<file path="src/rtl/vexriscv_arb_pkg.sv">
// Shared types and helpers for the VexRiscv iBus/dBus memory arbiter.
// Holds the source tag, access-size codes and the store byte-enable function.
package vexriscv_arb_pkg;

  typedef enum logic {SRC_I = 1'b0, SRC_D = 1'b1} src_e;

  localparam logic [1:0] SZ_BYTE = 2'd0;
  localparam logic [1:0] SZ_HALF = 2'd1;
  localparam logic [1:0] SZ_WORD = 2'd2;

  // Size 3 is not a legal RISC-V access; treat it as a full word.
  function automatic logic [3:0] wstrb_f(input logic [1:0] size, input logic [1:0] addr_lo);
    logic [3:0] strb;
    case (size)
      SZ_BYTE: strb = 4'b0001 << addr_lo;
      SZ_HALF: strb = 4'b0011 << {addr_lo[1], 1'b0};
      SZ_WORD: strb = 4'b1111;
      default: strb = 4'b1111;
    endcase
    return strb;
  endfunction

endpackage

</file>
<file path="src/rtl/vexriscv_arb_tag_fifo.sv">
// In-order FIFO of 1-bit source tags, one entry per outstanding read.
// Count is one bit wider than the pointers so full and empty never alias.
module vexriscv_arb_tag_fifo
  import vexriscv_arb_pkg::*;
#(
  parameter int DEPTH = 4
) (
  input  logic                     clock,
  input  logic                     reset,
  input  logic                     push,
  input  src_e                     push_tag,
  input  logic                     pop,
  output src_e                     head,
  output logic [$clog2(DEPTH):0]   count,
  output logic                     full,
  output logic                     empty
);

  localparam int AW = $clog2(DEPTH);

  src_e            mem_q [DEPTH];
  logic [AW-1:0]   wr_ptr_q, wr_ptr_d;
  logic [AW-1:0]   rd_ptr_q, rd_ptr_d;
  logic [AW:0]     count_q, count_d;
  logic            push_ok_s, pop_ok_s;

  assign full      = (count_q == (AW+1)'(DEPTH));
  assign empty     = (count_q == {(AW+1){1'b0}});
  assign count     = count_q;
  assign head      = mem_q[rd_ptr_q];
  assign push_ok_s = push && !full;
  assign pop_ok_s  = pop && !empty;

  always_comb begin
    wr_ptr_d = wr_ptr_q;
    rd_ptr_d = rd_ptr_q;
    if (push_ok_s) begin
      wr_ptr_d = wr_ptr_q + {{(AW-1){1'b0}}, 1'b1};
    end else begin
      wr_ptr_d = wr_ptr_q;
    end
    if (pop_ok_s) begin
      rd_ptr_d = rd_ptr_q + {{(AW-1){1'b0}}, 1'b1};
    end else begin
      rd_ptr_d = rd_ptr_q;
    end
    count_d = count_q + {{AW{1'b0}}, push_ok_s} - {{AW{1'b0}}, pop_ok_s};
  end

  always_ff @(posedge clock) begin
    if (reset) begin
      wr_ptr_q <= {AW{1'b0}};
      rd_ptr_q <= {AW{1'b0}};
      count_q  <= {(AW+1){1'b0}};
      for (int i = 0; i < DEPTH; i++) begin
        mem_q[i] <= SRC_I;
      end
    end else begin
      wr_ptr_q <= wr_ptr_d;
      rd_ptr_q <= rd_ptr_d;
      count_q  <= count_d;
      if (push_ok_s) begin
        mem_q[wr_ptr_q] <= push_tag;
      end
    end
  end

endmodule

</file>
<file path="src/rtl/vexriscv_bus_arbiter.sv">
// Round-robin arbiter sharing one single-port memory between VexRiscv iBus and dBus.
// Grant is locked across memory stalls; read responses are routed back by an in-order tag FIFO.
module vexriscv_bus_arbiter
  import vexriscv_arb_pkg::*;
#(
  parameter int MAX_OUTSTANDING = 4,
  parameter bit DBUS_FIRST      = 1'b1
) (
  input  logic        clock,
  input  logic        reset,
  input  logic        iBus_cmd_valid,
  output logic        iBus_cmd_ready,
  input  logic [31:0] iBus_cmd_payload_pc,
  output logic        iBus_rsp_ready,
  output logic [31:0] iBus_rsp_inst,
  input  logic        dBus_cmd_valid,
  output logic        dBus_cmd_ready,
  input  logic        dBus_cmd_payload_wr,
  input  logic [31:0] dBus_cmd_payload_address,
  input  logic [31:0] dBus_cmd_payload_data,
  input  logic [1:0]  dBus_cmd_payload_size,
  output logic        dBus_rsp_ready,
  output logic [31:0] dBus_rsp_data,
  output logic        mem_cmd_valid,
  input  logic        mem_cmd_ready,
  output logic [31:0] mem_cmd_addr,
  output logic        mem_cmd_wr,
  output logic [31:0] mem_cmd_wdata,
  output logic [3:0]  mem_cmd_wstrb,
  input  logic        mem_rsp_valid,
  input  logic [31:0] mem_rsp_rdata,
  output logic        protocol_err
);

  localparam int CW = $clog2(MAX_OUTSTANDING) + 1;
  // last_winner starts as the loser so the preferred source wins the first tie.
  localparam src_e RR_INIT = DBUS_FIRST ? SRC_I : SRC_D;

  logic          lock_q, lock_d;
  src_e          lock_src_q, lock_src_d;
  src_e          last_winner_q, last_winner_d;
  logic          protocol_err_q, protocol_err_d;

  logic [CW-1:0] fifo_count_s;
  logic          fifo_full_s, fifo_empty_s;
  src_e          fifo_head_s;
  logic          slot_free_s, i_elig_s, d_elig_s;
  logic          grant_vld_s, hs_s, push_s, pop_s;
  src_e          grant_src_s;

  vexriscv_arb_tag_fifo #(.DEPTH(MAX_OUTSTANDING)) u_tag_fifo (
    .clock    (clock),
    .reset    (reset),
    .push     (push_s),
    .push_tag (grant_src_s),
    .pop      (pop_s),
    .head     (fifo_head_s),
    .count    (fifo_count_s),
    .full     (fifo_full_s),
    .empty    (fifo_empty_s)
  );

  // A response popping this cycle does not free its slot until the next cycle.
  assign slot_free_s = (fifo_count_s < CW'(MAX_OUTSTANDING));
  assign i_elig_s    = iBus_cmd_valid && slot_free_s;
  assign d_elig_s    = dBus_cmd_valid && (dBus_cmd_payload_wr || slot_free_s);

  always_comb begin
    grant_vld_s = 1'b0;
    grant_src_s = SRC_I;
    if (reset) begin
      grant_vld_s = 1'b0;
    end else if (lock_q) begin
      grant_vld_s = 1'b1;
      grant_src_s = lock_src_q;
    end else if (i_elig_s && d_elig_s) begin
      grant_vld_s = 1'b1;
      grant_src_s = (last_winner_q == SRC_I) ? SRC_D : SRC_I;
    end else if (d_elig_s) begin
      grant_vld_s = 1'b1;
      grant_src_s = SRC_D;
    end else if (i_elig_s) begin
      grant_vld_s = 1'b1;
      grant_src_s = SRC_I;
    end else begin
      grant_vld_s = 1'b0;
    end
  end

  always_comb begin
    mem_cmd_addr  = iBus_cmd_payload_pc;
    mem_cmd_wr    = 1'b0;
    mem_cmd_wdata = 32'h0000_0000;
    mem_cmd_wstrb = 4'h0;
    if (grant_src_s == SRC_D) begin
      mem_cmd_addr  = dBus_cmd_payload_address;
      mem_cmd_wr    = dBus_cmd_payload_wr;
      mem_cmd_wdata = dBus_cmd_payload_data;
      mem_cmd_wstrb = dBus_cmd_payload_wr ?
                      wstrb_f(dBus_cmd_payload_size, dBus_cmd_payload_address[1:0]) : 4'h0;
    end else begin
      mem_cmd_addr  = iBus_cmd_payload_pc;
    end
  end

  assign mem_cmd_valid  = grant_vld_s;
  assign hs_s           = grant_vld_s && mem_cmd_ready;
  assign iBus_cmd_ready = hs_s && (grant_src_s == SRC_I);
  assign dBus_cmd_ready = hs_s && (grant_src_s == SRC_D);
  assign push_s         = hs_s && !fifo_full_s && !((grant_src_s == SRC_D) && dBus_cmd_payload_wr);

  assign pop_s          = mem_rsp_valid && !fifo_empty_s && !reset;
  assign iBus_rsp_ready = pop_s && (fifo_head_s == SRC_I);
  assign dBus_rsp_ready = pop_s && (fifo_head_s == SRC_D);
  assign iBus_rsp_inst  = mem_rsp_rdata;
  assign dBus_rsp_data  = mem_rsp_rdata;
  assign protocol_err   = protocol_err_q;

  always_comb begin
    lock_d         = lock_q;
    lock_src_d     = lock_src_q;
    last_winner_d  = last_winner_q;
    protocol_err_d = protocol_err_q;
    if (hs_s) begin
      lock_d        = 1'b0;
      last_winner_d = grant_src_s;
    end else if (grant_vld_s) begin
      lock_d     = 1'b1;
      lock_src_d = grant_src_s;
    end else begin
      lock_d = lock_q;
    end
    if (mem_rsp_valid && fifo_empty_s) begin
      protocol_err_d = 1'b1;
    end else begin
      protocol_err_d = protocol_err_q;
    end
  end

  always_ff @(posedge clock) begin
    if (reset) begin
      lock_q         <= 1'b0;
      lock_src_q     <= SRC_I;
      last_winner_q  <= RR_INIT;
      protocol_err_q <= 1'b0;
    end else begin
      lock_q         <= lock_d;
      lock_src_q     <= lock_src_d;
      last_winner_q  <= last_winner_d;
      protocol_err_q <= protocol_err_d;
    end
  end

endmodule

</file>
<file path="config.mk">
export PLATFORM = sky130hd
export DESIGN_NAME = vexriscv_bus_arbiter
export DESIGN_NICKNAME = d
export VERILOG_FILES = /design/src/rtl/vexriscv_arb_pkg.sv /design/src/rtl/vexriscv_arb_tag_fifo.sv /design/src/rtl/vexriscv_bus_arbiter.sv
export SDC_FILE = /design/constraint.sdc
export NUM_CORES = 1
export LEC_CHECK = 0
export BUFFER_PORTS_ARGS = -buffer_cell sky130_fd_sc_hd__buf_2
export CORE_AREA = 2 2 107 109
export CTS_BUF_LIST = sky130_fd_sc_hd__clkbuf_4 sky130_fd_sc_hd__clkbuf_8
export DETAILED_ROUTE_END_ITERATION = 6
export DIE_AREA = 0 0 109 111
export MAX_ROUTING_LAYER = met4
export PLACE_DENSITY = 0.56
export SLEW_MARGIN = 40
export SYNTH_ARGS = -nofsm -noshare
export SYNTH_HDL_FRONTEND = slang
export SYNTH_HIERARCHICAL = 1
export SYNTH_SLANG_ARGS = --single-unit
</file>
<file path="constraint.sdc">
create_clock -name clock -period 3.15 [get_ports clock]
set_input_delay 0.315 -clock clock [delete_from_list [all_inputs] [get_ports clock]]
set_output_delay 0.315 -clock clock [all_outputs]
set_load 0.02 [all_outputs]
</file>
After elaboration in Yosys (flattened, before gate mapping)
Memories as Yosys holds them, arrays and structs flattened. A register that Yosys moved wholly into a read port is not among the register bits.
Cells that the tools add are included.
{ "classes": {"multipliers": 0, "div_mod_pow": 0, "bitwise": 3, "n_addsub": 4, "eq_ne": 2, "mux": 26, "n_shift": 2, "n_reduce_logical": 26, "order_cmp": 1} }
{ "op_table": {"columns": ["op", "count"], "rows": [
  ["two-way mux 32 bit", 2],
  ["two-way mux 1 bit", 18],
  ["logical AND 1 bit", 16],
  ["two-way mux 4 bit", 2],
  ["case mux 4 bit (2 select lines)", 1],
  ["two-way mux 2 bit", 3],
  ["adder 2 x 1 -> 2 bit (second input constant)", 2],
  ["zero test 1 bit", 4],
  ["<< shifter 1 x 2 -> 4 bit (first input constant)", 1],
  ["<< shifter 2 x 2 -> 4 bit (first input constant)", 1],
  ["adder 3 x 1 -> 3 bit", 1],
  ["equality test 3 bit (second input constant)", 1],
  ["zero test 3 bit", 1],
  ["less-than comparator 3 bit (second input constant)", 1],
  ["inverter 1 bit", 3],
  ["subtractor 3 x 1 -> 3 bit", 1],
  ["equality test 2 x 1 -> 1 bit (second input constant)", 1],
  ["zero test 2 bit", 1],
  ["AND reduction 2 bit", 1],
  ["OR reduction 2 bit", 1],
  ["logical OR 1 bit", 1],
  ["OR reduction 1 bit", 1]
]} }
{ "word_totals": {"ram_bits": 4, "romBits": 0, "n_memories": 1, "ff_bits": 11, "latchBits": 0, "elab_cells": 72, "out_inout_bits": 139, "input_bits": 137} }
{ "mem_list": {"columns": ["memory", "words", "word_bits", "read_ports", "rd_clocked_by_memory_dff", "write_ports", "line_no", "text"], "rows": [
  ["u_tag_fifo.mem_q", 4, 1, 1, 1, 4, "vexriscv_arb_tag_fifo.sv:21", "src_e mem_q [DEPTH];"]
]} }

Depth between registers and ports, before layout
Gate-level depths: netlist of the first run.
{ "logic_depth": {"ltp_word": 16, "depth_mapped": 14, "ltp_nobuf": 13} }

Modules after synthesis
The synthesis of the first run kept the hierarchy.
{ "by_module_without_submodules": {"columns": ["module", "instances", "cells_each", "seq_area_each_um2", "area_per_inst_um2"], "rows": [
  ["vexriscv_bus_arbiter", 1, 181, 80.1, 1470.2],
  ["vexriscv_arb_tag_fifo", 1, 57, 300.3, 609.3]
]} }

Worst setup path before layout of the first run
Ideal clock, no wire load.
{ "synth_timing": {"kind": "register to register", "from": "register u_tag_fifo.count_q[2] (netlist: u_tag_fifo/count[2])", "to": "register u_tag_fifo.count_q[2] (netlist: u_tag_fifo/count[2])", "n_path_buf": 0, "arrival_time_ns": 3.128, "path_slack_ns": -0.056, "path_stages_with_launch": 14, "setup_time_ns": 0.078, "cell_sequence": "dfxtp_1 -> nand2b_1 -> a211oi_1 -> nand2_1 -> nor3b_1 -> nand2_1 -> ha_1 -> inv_1 -> ha_1 -> inv_1 -> fa_1 -> xor2_1 -> and2_1 -> nor3_1"} }
{ "synth_via": {"elab_chain_len": 13} }
{ "synth_lines": {"columns": ["element", "line_no", "text"], "rows": [
  ["start: declaration", "vexriscv_arb_tag_fifo.sv:24", "logic [AW:0] count_q, count_d;"],
  ["start signal: assignment", "vexriscv_arb_tag_fifo.sv:54", "count_q <= {(AW+1){1'b0}};"],
  ["start signal: assignment", "vexriscv_arb_tag_fifo.sv:61", "count_q <= count_d;"],
  ["less-than comparator 3 bit (*)", "vexriscv_bus_arbiter.sv:64", "assign slot_free_s = (fifo_count_s < CW'(MAX_OUTSTANDING));"],
  ["logical AND 1 bit / logical OR 1 bit (equally long branches)", "vexriscv_bus_arbiter.sv:65, vexriscv_bus_arbiter.sv:66", null],
  ["two-way mux 1 bit / logical AND 1 bit (equally long branches)", "vexriscv_bus_arbiter.sv:82, vexriscv_bus_arbiter.sv:66", null],
  ["two-way mux 1 bit / logical AND 1 bit (equally long branches)", "vexriscv_bus_arbiter.sv:79, vexriscv_bus_arbiter.sv:76", null],
  ["two-way mux 1 bit (*)", "vexriscv_bus_arbiter.sv:76", "end else if (i_elig_s && d_elig_s) begin"],
  ["two-way mux 1 bit (*)", "vexriscv_bus_arbiter.sv:73", "end else if (lock_q) begin"],
  ["two-way mux 1 bit (*)", "vexriscv_bus_arbiter.sv:71", "if (reset) begin"],
  ["named net mem_cmd_valid", "vexriscv_bus_arbiter.sv:24", "output logic mem_cmd_valid,"],
  ["logical AND 1 bit (*)", "vexriscv_bus_arbiter.sv:107", "assign hs_s = grant_vld_s && mem_cmd_ready;"],
  ["logical AND 1 bit (*) (2 in series)", "vexriscv_bus_arbiter.sv:110", "assign push_s = hs_s && !fifo_full_s && !((grant_src_s == SRC_D) && dBus_cmd_payload_wr);"],
  ["named net push_s", "vexriscv_bus_arbiter.sv:48", "logic grant_vld_s, hs_s, push_s, pop_s;"],
  ["logical AND 1 bit (*)", "vexriscv_arb_tag_fifo.sv:31", "assign push_ok_s = push && !full;"],
  ["adder 3 x 1 -> 3 bit (*)", "vexriscv_arb_tag_fifo.sv:47", "count_d = count_q + {{AW{1'b0}}, push_ok_s} - {{AW{1'b0}}, pop_ok_s};"],
  ["subtractor 3 x 1 -> 3 bit (*)", "vexriscv_arb_tag_fifo.sv:47", null]
]} }
Mark *: on every way through the listed nets, which the timed path passes. The rest lies on a longest branch.
A chain may end at the register's enable or synchronous reset.

Final worst setup path of the first run
{ "layout_timing": {"from": "register u_tag_fifo.count_q[2] (netlist: u_tag_fifo/count[2])", "to": "register u_tag_fifo.count_q[2] (netlist: u_tag_fifo/count[2])"} }
{ "layout_via": {"elab_chain_len": 13} }
{ "layout_lines": {"columns": ["element", "line_no"], "rows": [
  ["less-than comparator 3 bit", "vexriscv_bus_arbiter.sv:64"],
  ["logical AND 1 bit / logical OR 1 bit (equally long branches)", "vexriscv_bus_arbiter.sv:65, vexriscv_bus_arbiter.sv:66"],
  ["two-way mux 1 bit / logical AND 1 bit (equally long branches)", "vexriscv_bus_arbiter.sv:82, vexriscv_bus_arbiter.sv:66"],
  ["two-way mux 1 bit / logical AND 1 bit (equally long branches)", "vexriscv_bus_arbiter.sv:79, vexriscv_bus_arbiter.sv:76"],
  ["two-way mux 1 bit", "vexriscv_bus_arbiter.sv:76"],
  ["two-way mux 1 bit", "vexriscv_bus_arbiter.sv:73"],
  ["two-way mux 1 bit", "vexriscv_bus_arbiter.sv:71"],
  ["logical AND 1 bit (on tied branches)", "vexriscv_bus_arbiter.sv:107, vexriscv_bus_arbiter.sv:110"],
  ["logical AND 1 bit / zero test 1 bit (equally long branches)", "vexriscv_bus_arbiter.sv:110"],
  ["logical AND 1 bit (*)", "vexriscv_bus_arbiter.sv:110"],
  ["named net push_s", "vexriscv_bus_arbiter.sv:48"],
  ["logical AND 1 bit (*)", "vexriscv_arb_tag_fifo.sv:31"],
  ["adder 3 x 1 -> 3 bit (*)", "vexriscv_arb_tag_fifo.sv:47"],
  ["subtractor 3 x 1 -> 3 bit (*)", "vexriscv_arb_tag_fifo.sv:47"]
]} }
Marked as above.

==> results of run 1 <==
==> per-stage QoR <==
step,hold WS [ns],area (um2)
detailed placement,0.4520,2663
global placement,0.4551,2663
floorplan,0.3866,2085
global route,0.3354,2714
finish,0.3134,2714
CTS,0.3114,2709
==> final cells by class <==
type | count | area share
tap | 143 | 0.06593
clock inverter | 1 | 0.001844
timing repair buffer | 183 | 0.3458
inverter | 7 | 0.01060
sequential | 17 | 0.1402
clock buffer | 3 | 0.01521
multi-input combinational | 140 | 0.4205
==> Yosys cell counts, types with 4 or more instances <==
cell	n	area (um2)
sky130_fd_sc_hd__nand2_1	4	15.01
sky130_fd_sc_hd__inv_1	6	22.52
sky130_fd_sc_hd__and2_1	35	219.0
sky130_fd_sc_hd__nor3_1	4	20.02
sky130_fd_sc_hd__nor2_1	9	33.78
sky130_fd_sc_hd__mux2_2	25	281.5
sky130_fd_sc_hd__dfxtp_1	13	260.3
sky130_fd_sc_hd__mux2_4	6	90.09
sky130_fd_sc_hd__nand2b_1	7	43.79
sky130_fd_sc_hd__buf_4	66	495.5
sky130_fd_sc_hd__edfxtp_1	4	120.1
sky130_fd_sc_hd__a21oi_1	11	55.05
==> power groups by stage <==
stage	Combinational, mW	Clock [mW]	Sequential (mW)
after floorplan	0.412	0	0.265
after global placement	0.454	0	0.267
after detailed placement	0.459	0	0.268
after CTS	0.462	0.163	0.263
after global routing	0.499	0.173	0.267
final	0.459	0.158	0.263
==> final timing paths <==
check | cells past startpoint | from | to | slack (ns)
hold / removal | 3 | mem_rsp_valid | protocol_err$_SDFFE_PP0P_ | 0.31
setup reg to reg | 13 | u_tag_fifo/count[2]$_SDFF_PP0_ | u_tag_fifo/count[2]$_SDFF_PP0_ | 0.37
hold reg to reg | 2 | lock_src_q$_SDFFE_PP0P_ | lock_src_q$_SDFFE_PP0P_ | 0.46
setup / recovery | 13 | u_tag_fifo/count[2]$_SDFF_PP0_ | u_tag_fifo/count[2]$_SDFF_PP0_ | 0.37
==> worst max-delay path, stage by stage, from the launching register on <==
cell,delay [ns]
sky130_fd_sc_hd__dfxtp_1,0.47
sky130_fd_sc_hd__nand3b_4,0.21
sky130_fd_sc_hd__a21oi_1,0.07
sky130_fd_sc_hd__or3b_1,0.37
sky130_fd_sc_hd__nor3b_2,0.17
sky130_fd_sc_hd__nand2_1,0.13
sky130_fd_sc_hd__ha_1,0.25
sky130_fd_sc_hd__inv_1,0.05
sky130_fd_sc_hd__ha_1,0.13
sky130_fd_sc_hd__inv_1,0.05
sky130_fd_sc_hd__fa_1,0.37
sky130_fd_sc_hd__xor2_1,0.16
sky130_fd_sc_hd__and2_1,0.16
sky130_fd_sc_hd__nor3_1,0.11
==> per-layer routing <==
| metal | share of wire | up-vias | GRT usage |
|---|---|---|---|
| met5 | 0 | - | - |
| met4 | 0.0063 | 0 | 0.01538 |
| met3 | 0.20 | 10 | 0.09053 |
| met2 | 0.43 | 115 | 0.1656 |
| met1 | 0.36 | 873 | 0.1147 |
| li1 | - | 958 | - |
==> timing repair <==
action,CTS,global route
hold endpoints to repair,0,0
setup endpoints to repair,0,1
resized for setup,0,1
hold buffers,0,0
==> cells by family after synthesis <==
kind of cell	count (synthesis)	share of synthesized area
compound gates	26	0.08484
xor+xnor	2	0.008425
fa+ha+maj	3	0.02166
buf+inv	81	0.2756
flops	17	0.1829
mux	33	0.1949
simple gates	76	0.2317
==> flow_summary.json, run 1 <==
{
  "grt_max_degree": 61,
  "nFillCells": 1203,
  "initial_antenna_violation_count": 0,
  "setup_violations": 0,
  "diodes": 0,
  "pin_count": 276,
  "via_count": 1956,
  "register_area_um2": 380.4,
  "period_needed_ns": 2.784,
  "gr-total-overflow": 0,
  "worst_slew_pin_slew_ns": 0.4314,
  "mostFrequentLayoutCell": "sky130_fd_sc_hd__buf_2",
  "grt_pass1_vias": 1843,
  "count_of_state_elements_after_synthesis": 17,
  "fin_tns_setup_ns": 0,
  "placed_insts": 490,
  "netlist_area_um2": 2079,
  "mean_number_of_vias_per_cell": 3.960,
  "netSwitchingFraction": 0.3867,
  "mean_syn_cell_area_um2": 8.737,
  "cp_launch_type": "flop",
  "die_width_um": 109,
  "post-route-period-util": 0.8838,
  "outcome": "complete, no violations",
  "clock_tree.buffer_depth": 2,
  "clk_slew_on_worst_s_h_paths_ns": 0.06,
  "clock_power_share": 0.179,
  "syn_inst": 238,
  "nets": 492,
  "start_util": 0.1877,
  "starting_drc_count_in_detailed_routing": 65,
  "synth.lib_cells_used.distinct": 43,
  "tritoncts_clock_tree": "done",
  "placement.io_buffers": 179,
  "path_class": "reg2reg",
  "worstPathRequired_ns": 3.33,
  "synth-main-ff-cell": "sky130_fd_sc_hd__dfxtp_1",
  "drc": 0,
  "placementRows": 39,
  "route.detailed.wl_per_inst_um": 14.53,
  "total_switching_power_mw": 0.3402,
  "async_reset_ff_frac": 0,
  "report.final.hold_viol_count": 0,
  "grt.total_usage": 0.1104,
  "tritoncts.num_buffers": 3,
  "min-delay-path-class": "in2reg",
  "power.internal_mw": 0.5395,
  "route.antenna.remaining_nets": 0,
  "cell_area_power_density_nw_per_um2": 324.1,
  "seq_area_frac_synth": 0.1829,
  "ys.warnings.count": 6,
  "route.final.wire_length_um": 7176,
  "globalplace.congestion": 0.7567,
  "drt_pre_antenna_iters": 4,
  "p_total_mw": 0.8797,
  "cts_htree_levels": 1,
  "die-area_um2": 12100,
  "area_growth_from_synthesis_to_layout_pct": 30.51,
  "clock-skew-final_ns": 0.001747,
  "worst_skew_pair.late_latency_ns": 0.25,
  "tritoncts_num_sinks": 17,
  "final-instance-count-excl-fill": 494,
  "detailed_place_hpwl_um": 6361,
  "worst_slack_ns": 0.3660,
  "place_ws_ns": 0.3279,
  "synth_edf_count": 4,
  "max_cap_viol_count": 0,
  "critical_path_arrival_ns": 2.96,
  "rsz0062_at_grt": "false",
  "commonest_cells_after_routing_fill_and_taps_aside": "sky130_fd_sc_hd__buf_2 (179), sky130_fd_sc_hd__and2_1 (35), sky130_fd_sc_hd__mux2_2 (25), sky130_fd_sc_hd__dfxtp_1 (13), sky130_fd_sc_hd__a21oi_1 (11)",
  "clock_tree.root_cell": "sky130_fd_sc_hd__clkbuf_8",
  "timing.fmax_ghz": 0.3592,
  "multiInputGateArea_um2": 1141,
  "combPwrFrac": 0.522,
  "post_route_cells_drive_above_1_share": 0.6581,
  "net_count_after_synthesis": 378,
  "post-route-util": 0.2450,
  "coreArea_um2": 11080,
  "peakVddDrop_mv": 0.3550,
  "power.share.sequential": 0.299,
  "crit_fanout": 9,
  "postCtsSetupBuffers": 0,
  "slew_violations": 0,
  "max_slew_margin": 0.7118,
  "end_kind": "flop",
  "first_pass_grt_wire_length_um": 9936,
  "power_leakage_nw": 1.432,
  "dieHeight_um": 111
}
Note: power is estimated with default switching activity, not from simulation.
==> run 2: changes to the inputs <==
Settings changed: PLACE_DENSITY 0.56 to unset.
==> run 2 against run 1 <==
Sequential share of layout area barely moved; worst setup slack got worse by 0.038 ns; total power rose by 0.78%; largest cell class unchanged; count of clock-buffer cells in the layout rose by 1; first-iteration DRC count fell by 7.7%; register-to-register slack got worse by 0.04 ns; highest routed layer unchanged; via count rose by 1.1%; combinational power barely moved; critical endpoint unchanged.
==> flow_summary.json, run 2 (synthesized netlist as in run 1, its figures left out) <==
{
  "outcome": "complete, no violations",
  "gr-total-overflow": 0,
  "rsz0062_at_grt": "false",
  "diodes": 0,
  "worst_slack_ns": 0.3278,
  "grt_max_degree": 65,
  "r2r_start": "lock_q$_SDFFE_PP0N_",
  "start_util": 0.1877,
  "clock_tree.root_cell": "sky130_fd_sc_hd__clkbuf_8",
  "cp_launch_type": "flop",
  "grt.total_usage": 0.1092,
  "tritoncts_num_sinks": 17,
  "post_route_cells_drive_above_1_share": 0.6581,
  "placementRows": 39,
  "placement.io_buffers": 179,
  "cts.hold.buffers_added": 0,
  "timing.rr.end": "u_tag_fifo/count[2]$_SDFF_PP0_",
  "report.final.hold_viol_count": 0,
  "die-area_um2": 12100,
  "cell_area_power_density_nw_per_um2": 326.4,
  "min-delay-path-class": "in2reg",
  "max_slew_margin": 0.6626,
  "pin_count": 276,
  "cp_slowest_cell": "sky130_fd_sc_hd__dfxtp_1",
  "timing.fmax_ghz": 0.3543,
  "path_class": "reg2reg",
  "clock_tree.buffer_depth": 2,
  "cts_resized": 0,
  "area_growth_from_synthesis_to_layout_pct": 30.63,
  "p_total_mw": 0.8865,
  "fin_tns_setup_ns": 0,
  "fin_hold_ws_ns": 0.3143,
  "critical-path-max-stage-delay_ns": 0.40,
  "coreArea_um2": 11080,
  "worst_hold_startpoint": "mem_cmd_ready",
  "cts_htree_levels": 1,
  "starting_drc_count_in_detailed_routing": 60,
  "post-route-util": 0.2452,
  "post-route-period-util": 0.8959,
  "setup_violations": 0,
  "terminating_pin_of_the_worst_hold_path": "lock_q$_SDFFE_PP0N_",
  "max_cap_viol_count": 0,
  "clock-skew-final_ns": 0.001133,
  "timing.critical_path.cells": "nor2_1, a211oi_2, nand2_1, nor3b_2, nand2_1, ha_1, inv_1, ha_1, inv_1, fa_1, xor2_1, and2_1, nor3_1",
  "cells_on_worst_hold_path": 2,
  "via_count": 1977,
  "clk_slew_on_worst_s_h_paths_ns": 0.06,
  "final-instance-count-excl-fill": 494,
  "place_ws_ns": 0.1697,
  "peakVddDrop_mv": 0.2668,
  "mean_number_of_vias_per_cell": 4.002,
  "first_pass_grt_wire_length_um": 9853,
  "grt_pass1_vias": 1899,
  "die_width_um": 109,
  "initial_antenna_violation_count": 0,
  "placed_insts": 490,
  "drt_pre_antenna_iters": 4,
  "power_leakage_nw": 1.432,
  "ff2ff_path_depth": 13,
  "route.antenna.remaining_nets": 0,
  "detailed_place_hpwl_um": 6446,
  "route.detailed.wl_per_inst_um": 14.66,
  "nets": 492,
  "tritoncts.num_buffers": 3,
  "worst_skew_pair.late_latency_ns": 0.24,
  "worst_slew_pin_slew_ns": 0.5051,
  "end_kind": "flop",
  "critical_path_arrival_ns": 2.99,
  "reg2reg_setup_slack_ns": 0.33,
  "dieHeight_um": 111,
  "finish.instance_area_um2": 2716,
  "commonest_cells_after_routing_fill_and_taps_aside": "sky130_fd_sc_hd__buf_2 (179), sky130_fd_sc_hd__and2_1 (35), sky130_fd_sc_hd__mux2_2 (25), sky130_fd_sc_hd__dfxtp_1 (13), sky130_fd_sc_hd__a21oi_1 (11)",
  "route.final.wire_length_um": 7240,
  "dpl-instance-area_um2": 2663,
  "mostFrequentLayoutCell": "sky130_fd_sc_hd__buf_2",
  "tritoncts_clock_tree": "done",
  "period_needed_ns": 2.822,
  "slew_violations": 0,
  "postCtsSetupBuffers": 0,
  "worstPathRequired_ns": 3.32,
  "crit_fanout": 5,
  "globalplace.congestion": 0.8096,
  "drc": 0
}
-- run 2: changes by cell type in the layout (fill, tap and decap cells not counted) --
cell                       change
sky130_fd_sc_hd__clkbuf_4      +1
sky130_fd_sc_hd__clkinv_2      -1
-- run 2: worst max path at each step --
| stage | end | cells past startpoint | from |
|---|---|---|---|
| finish | u_tag_fifo/count[2]$_SDFF_PP0_ | 13 | lock_q$_SDFFE_PP0N_ |
| global route | u_tag_fifo/count[2]$_SDFF_PP0_ | 13 | lock_q$_SDFFE_PP0N_ |
| CTS | u_tag_fifo/count[2]$_SDFF_PP0_ | 13 | lock_q$_SDFFE_PP0N_ |
| detailed placement | u_tag_fifo/count[2]$_SDFF_PP0_ | 14 | iBus_cmd_valid |
| global placement | u_tag_fifo/count[2]$_SDFF_PP0_ | 14 | iBus_cmd_valid |
| floorplan | u_tag_fifo/count[2]$_SDFF_PP0_ | 13 | u_tag_fifo/count[2]$_SDFF_PP0_ |
-- run 2: cell type report --
type                            count  area [um2]
Sequential cell                    17       380.4
Inverter                            7       28.78
Fill cell                        1213        8361
Timing Repair Buffer              183       938.4
Clock buffer                        4       48.80
Tap cell                          143       178.9
Multi-Input combinational cell    140        1141
-- run 2: per-layer routing --
layer,share of wire,GRT usage
met5,0,-
met4,0.014,0.02564
met3,0.18,0.07407
met2,0.43,0.1607
met1,0.37,0.1211
-- run 2: where the power goes --
part	switching [mW]	internal (mW)	leakage, nW
clock network	0.0673	0.0980	0.0262
registers	0.0171	0.243	0.148
logic	0.251	0.211	1.26
total	0.335	0.551	1.43
-- run 2: worst max-delay path: cells and delay by family, from the launching register on --
| kind | cells | cell delay [ns] |
|---|---|---|
| AO/OA/AOI/OAI | 1 | 0.28 |
| XOR/XNOR | 1 | 0.16 |
| adder cells (fa/ha/maj) | 3 | 0.84 |
| buffers and inverters | 2 | 0.12 |
| flip-flops | 1 | 0.40 |
| AND/OR/NAND/NOR | 6 | 0.96 |
==> run 3: changes to the inputs <==
Settings changed: SETUP_SLACK_MARGIN set to 0.4.
==> run 3 against run 2 <==
Combinational power increased by 6.9%; worst setup slack improved by 0.19 ns; sequential cell count unchanged; first-iteration DRC count increased by 47%; final area increased by 3.0%; die area unchanged; worst hold slack got worse by 0.016 ns; largest cell class unchanged; clock power increased by 2%; fmax increased by 7.2%.
==> flow_summary.json, run 3 (synthesized netlist as in run 1, its figures left out) <==
{
  "route.final.wire_length_um": 7767,
  "post-route-util": 0.2527,
  "max_cap_viol_count": 0,
  "globalplace.congestion": 0.8793,
  "initial_antenna_violation_count": 1,
  "nets": 494,
  "worst_skew_pair.late_latency_ns": 0.26,
  "first_pass_grt_wire_length_um": 10560,
  "power_leakage_nw": 1.455,
  "placementRows": 39,
  "outcome": "complete, no violations",
  "pin_count": 276,
  "route.antenna.remaining_nets": 0,
  "mostFrequentLayoutCell": "sky130_fd_sc_hd__buf_2",
  "clock-skew-final_ns": 0.001776,
  "setup_violations": 0,
  "commonest_cells_after_routing_fill_and_taps_aside": "sky130_fd_sc_hd__buf_2 (179), sky130_fd_sc_hd__and2_1 (34), sky130_fd_sc_hd__mux2_2 (25), sky130_fd_sc_hd__a21oi_1 (11), sky130_fd_sc_hd__dfxtp_1 (11)",
  "post-route-period-util": 0.8355,
  "period_needed_ns": 2.632,
  "placement.io_buffers": 179,
  "final-instance-count-excl-fill": 497,
  "dieHeight_um": 111,
  "coreArea_um2": 11080,
  "cell_area_power_density_nw_per_um2": 331.7,
  "nFillCells": 1219,
  "slew_violations": 0,
  "peakVddDrop_mv": 0.2776,
  "route.detailed.wl_per_inst_um": 15.63,
  "tritoncts_clock_tree": "done",
  "drc": 0,
  "end_kind": "flop",
  "clk_slew_on_worst_s_h_paths_ns": 0.07,
  "wl_met3_um": 687,
  "max_slew_margin": 0.6988,
  "clock_tree.buffer_depth": 2,
  "detailed_place_hpwl_um": 6713,
  "cp_launch_type": "flop",
  "rsz0062_at_grt": "false",
  "report.final.hold_viol_count": 0,
  "mean_number_of_vias_per_cell": 4.107,
  "p_total_mw": 0.9285,
  "clock_tree.root_cell": "sky130_fd_sc_hd__clkbuf_8",
  "critical_path_arrival_ns": 2.81,
  "worst_slew_pin_slew_ns": 0.4483,
  "drt_pre_antenna_iters": 4,
  "path_class": "reg2reg",
  "worstPathRequired_ns": 3.33,
  "wl_met1_um": 3187,
  "cts.hold.buffers_added": 0,
  "start_util": 0.1877,
  "cts_htree_levels": 1,
  "wl_met2_um": 3828,
  "die-area_um2": 12100,
  "grt_max_degree": 57,
  "post_route_cells_drive_above_1_share": 0.6884,
  "die_width_um": 109,
  "min-delay-path-class": "in2reg",
  "area_growth_from_synthesis_to_layout_pct": 34.60,
  "gr-total-overflow": 0,
  "tritoncts_num_sinks": 17,
  "grt.total_usage": 0.1151,
  "tritoncts.num_buffers": 3,
  "fin_tns_setup_ns": 0,
  "crit_fanout": 5,
  "timing.fmax_ghz": 0.3800,
  "placed_insts": 488,
  "grt_pass1_vias": 2046,
  "via_count": 2041,
  "starting_drc_count_in_detailed_routing": 88,
  "highest_metal_used": "met4"
}
## run 3: cell count changes in the layout (fill, tap and decap cells not counted), sizes merged
| cell | delta |
|---|---|
| buf | +2 |
| clkinvlp | +1 |
| diode | +1 |
| clkbuf | -1 |
## run 3: what timing repair did
| action | 4_1_cts | 5_1_grt |
|---|---|---|
| cloned | 0 | 0 |
| hold endpoints to repair | 0 | 0 |
| pin swaps | 1 | 3 |
| resized for setup | 4 | 6 |
| buffers inserted | 1 | 3 |
| endpoints found under the setup margin | 1 | 1 |
## run 3: power by group
part	internal [mW]	switching, mW	total, mW
logic	0.225	0.268	0.493
registers	0.244	0.0222	0.266
clock network	0.0891	0.0802	0.169
## run 3: final timing paths
path,start,end,cells after the start,slack (ns)
worst max-delay path,lock_q$_SDFFE_PP0N_,u_tag_fifo/count[2]$_SDFF_PP0_,13,0.52
worst min-delay path,mem_cmd_ready,lock_q$_SDFFE_PP0N_,2,0.30
worst max register to register,lock_q$_SDFFE_PP0N_,u_tag_fifo/count[2]$_SDFF_PP0_,13,0.52
worst min register to register,protocol_err$_SDFFE_PP0P_,protocol_err$_SDFFE_PP0P_,2,0.49
## run 3: area by class of cell
cell class | count | area, um2 | share of cell area
diodes | 1 | 2.502 | 0.0008941
clock buffers | 3 | 41.29 | 0.01475
clock inverters | 1 | 7.507 | 0.002682
inverters | 7 | 28.78 | 0.01028
multi-input cells | 140 | 1199 | 0.4283
flip-flops and latches | 17 | 387.9 | 0.1386
well taps | 143 | 178.9 | 0.06393
repair buffers | 185 | 953.4 | 0.3406
## run 3: layer usage
metal  track usage  vias to the layer above
met5             -                        -
met4       0.02051                        0
met3       0.02469                        9
met2        0.1917                      116
met1        0.1438                      954
li1              -                      962
## run 3: through the flow
stage	instance area [um2]	hold slack, ns	setup slack (ns)
floorplan	2118	0.3792	0.4142
global placement	2681	0.4552	0.3124
detailed placement	2681	0.4751	0.2455
CTS	2750	0.2928	0.4044
global route	2799	0.3079	0.4028
finish	2799	0.2981	0.5181
## run 3: worst max-delay path, stage by stage (launching register included)
cell	delay [ns]
sky130_fd_sc_hd__dfxtp_4	0.38
sky130_fd_sc_hd__nor2b_4	0.15
sky130_fd_sc_hd__a21oi_1	0.09
sky130_fd_sc_hd__or3b_4	0.41
sky130_fd_sc_hd__nor3b_4	0.17
sky130_fd_sc_hd__nand2_2	0.09
sky130_fd_sc_hd__ha_1	0.23
sky130_fd_sc_hd__inv_1	0.06
sky130_fd_sc_hd__ha_1	0.13
sky130_fd_sc_hd__inv_1	0.05
sky130_fd_sc_hd__fa_1	0.37
sky130_fd_sc_hd__xor2_1	0.16
sky130_fd_sc_hd__and2_1	0.17
sky130_fd_sc_hd__nor3_2	0.09
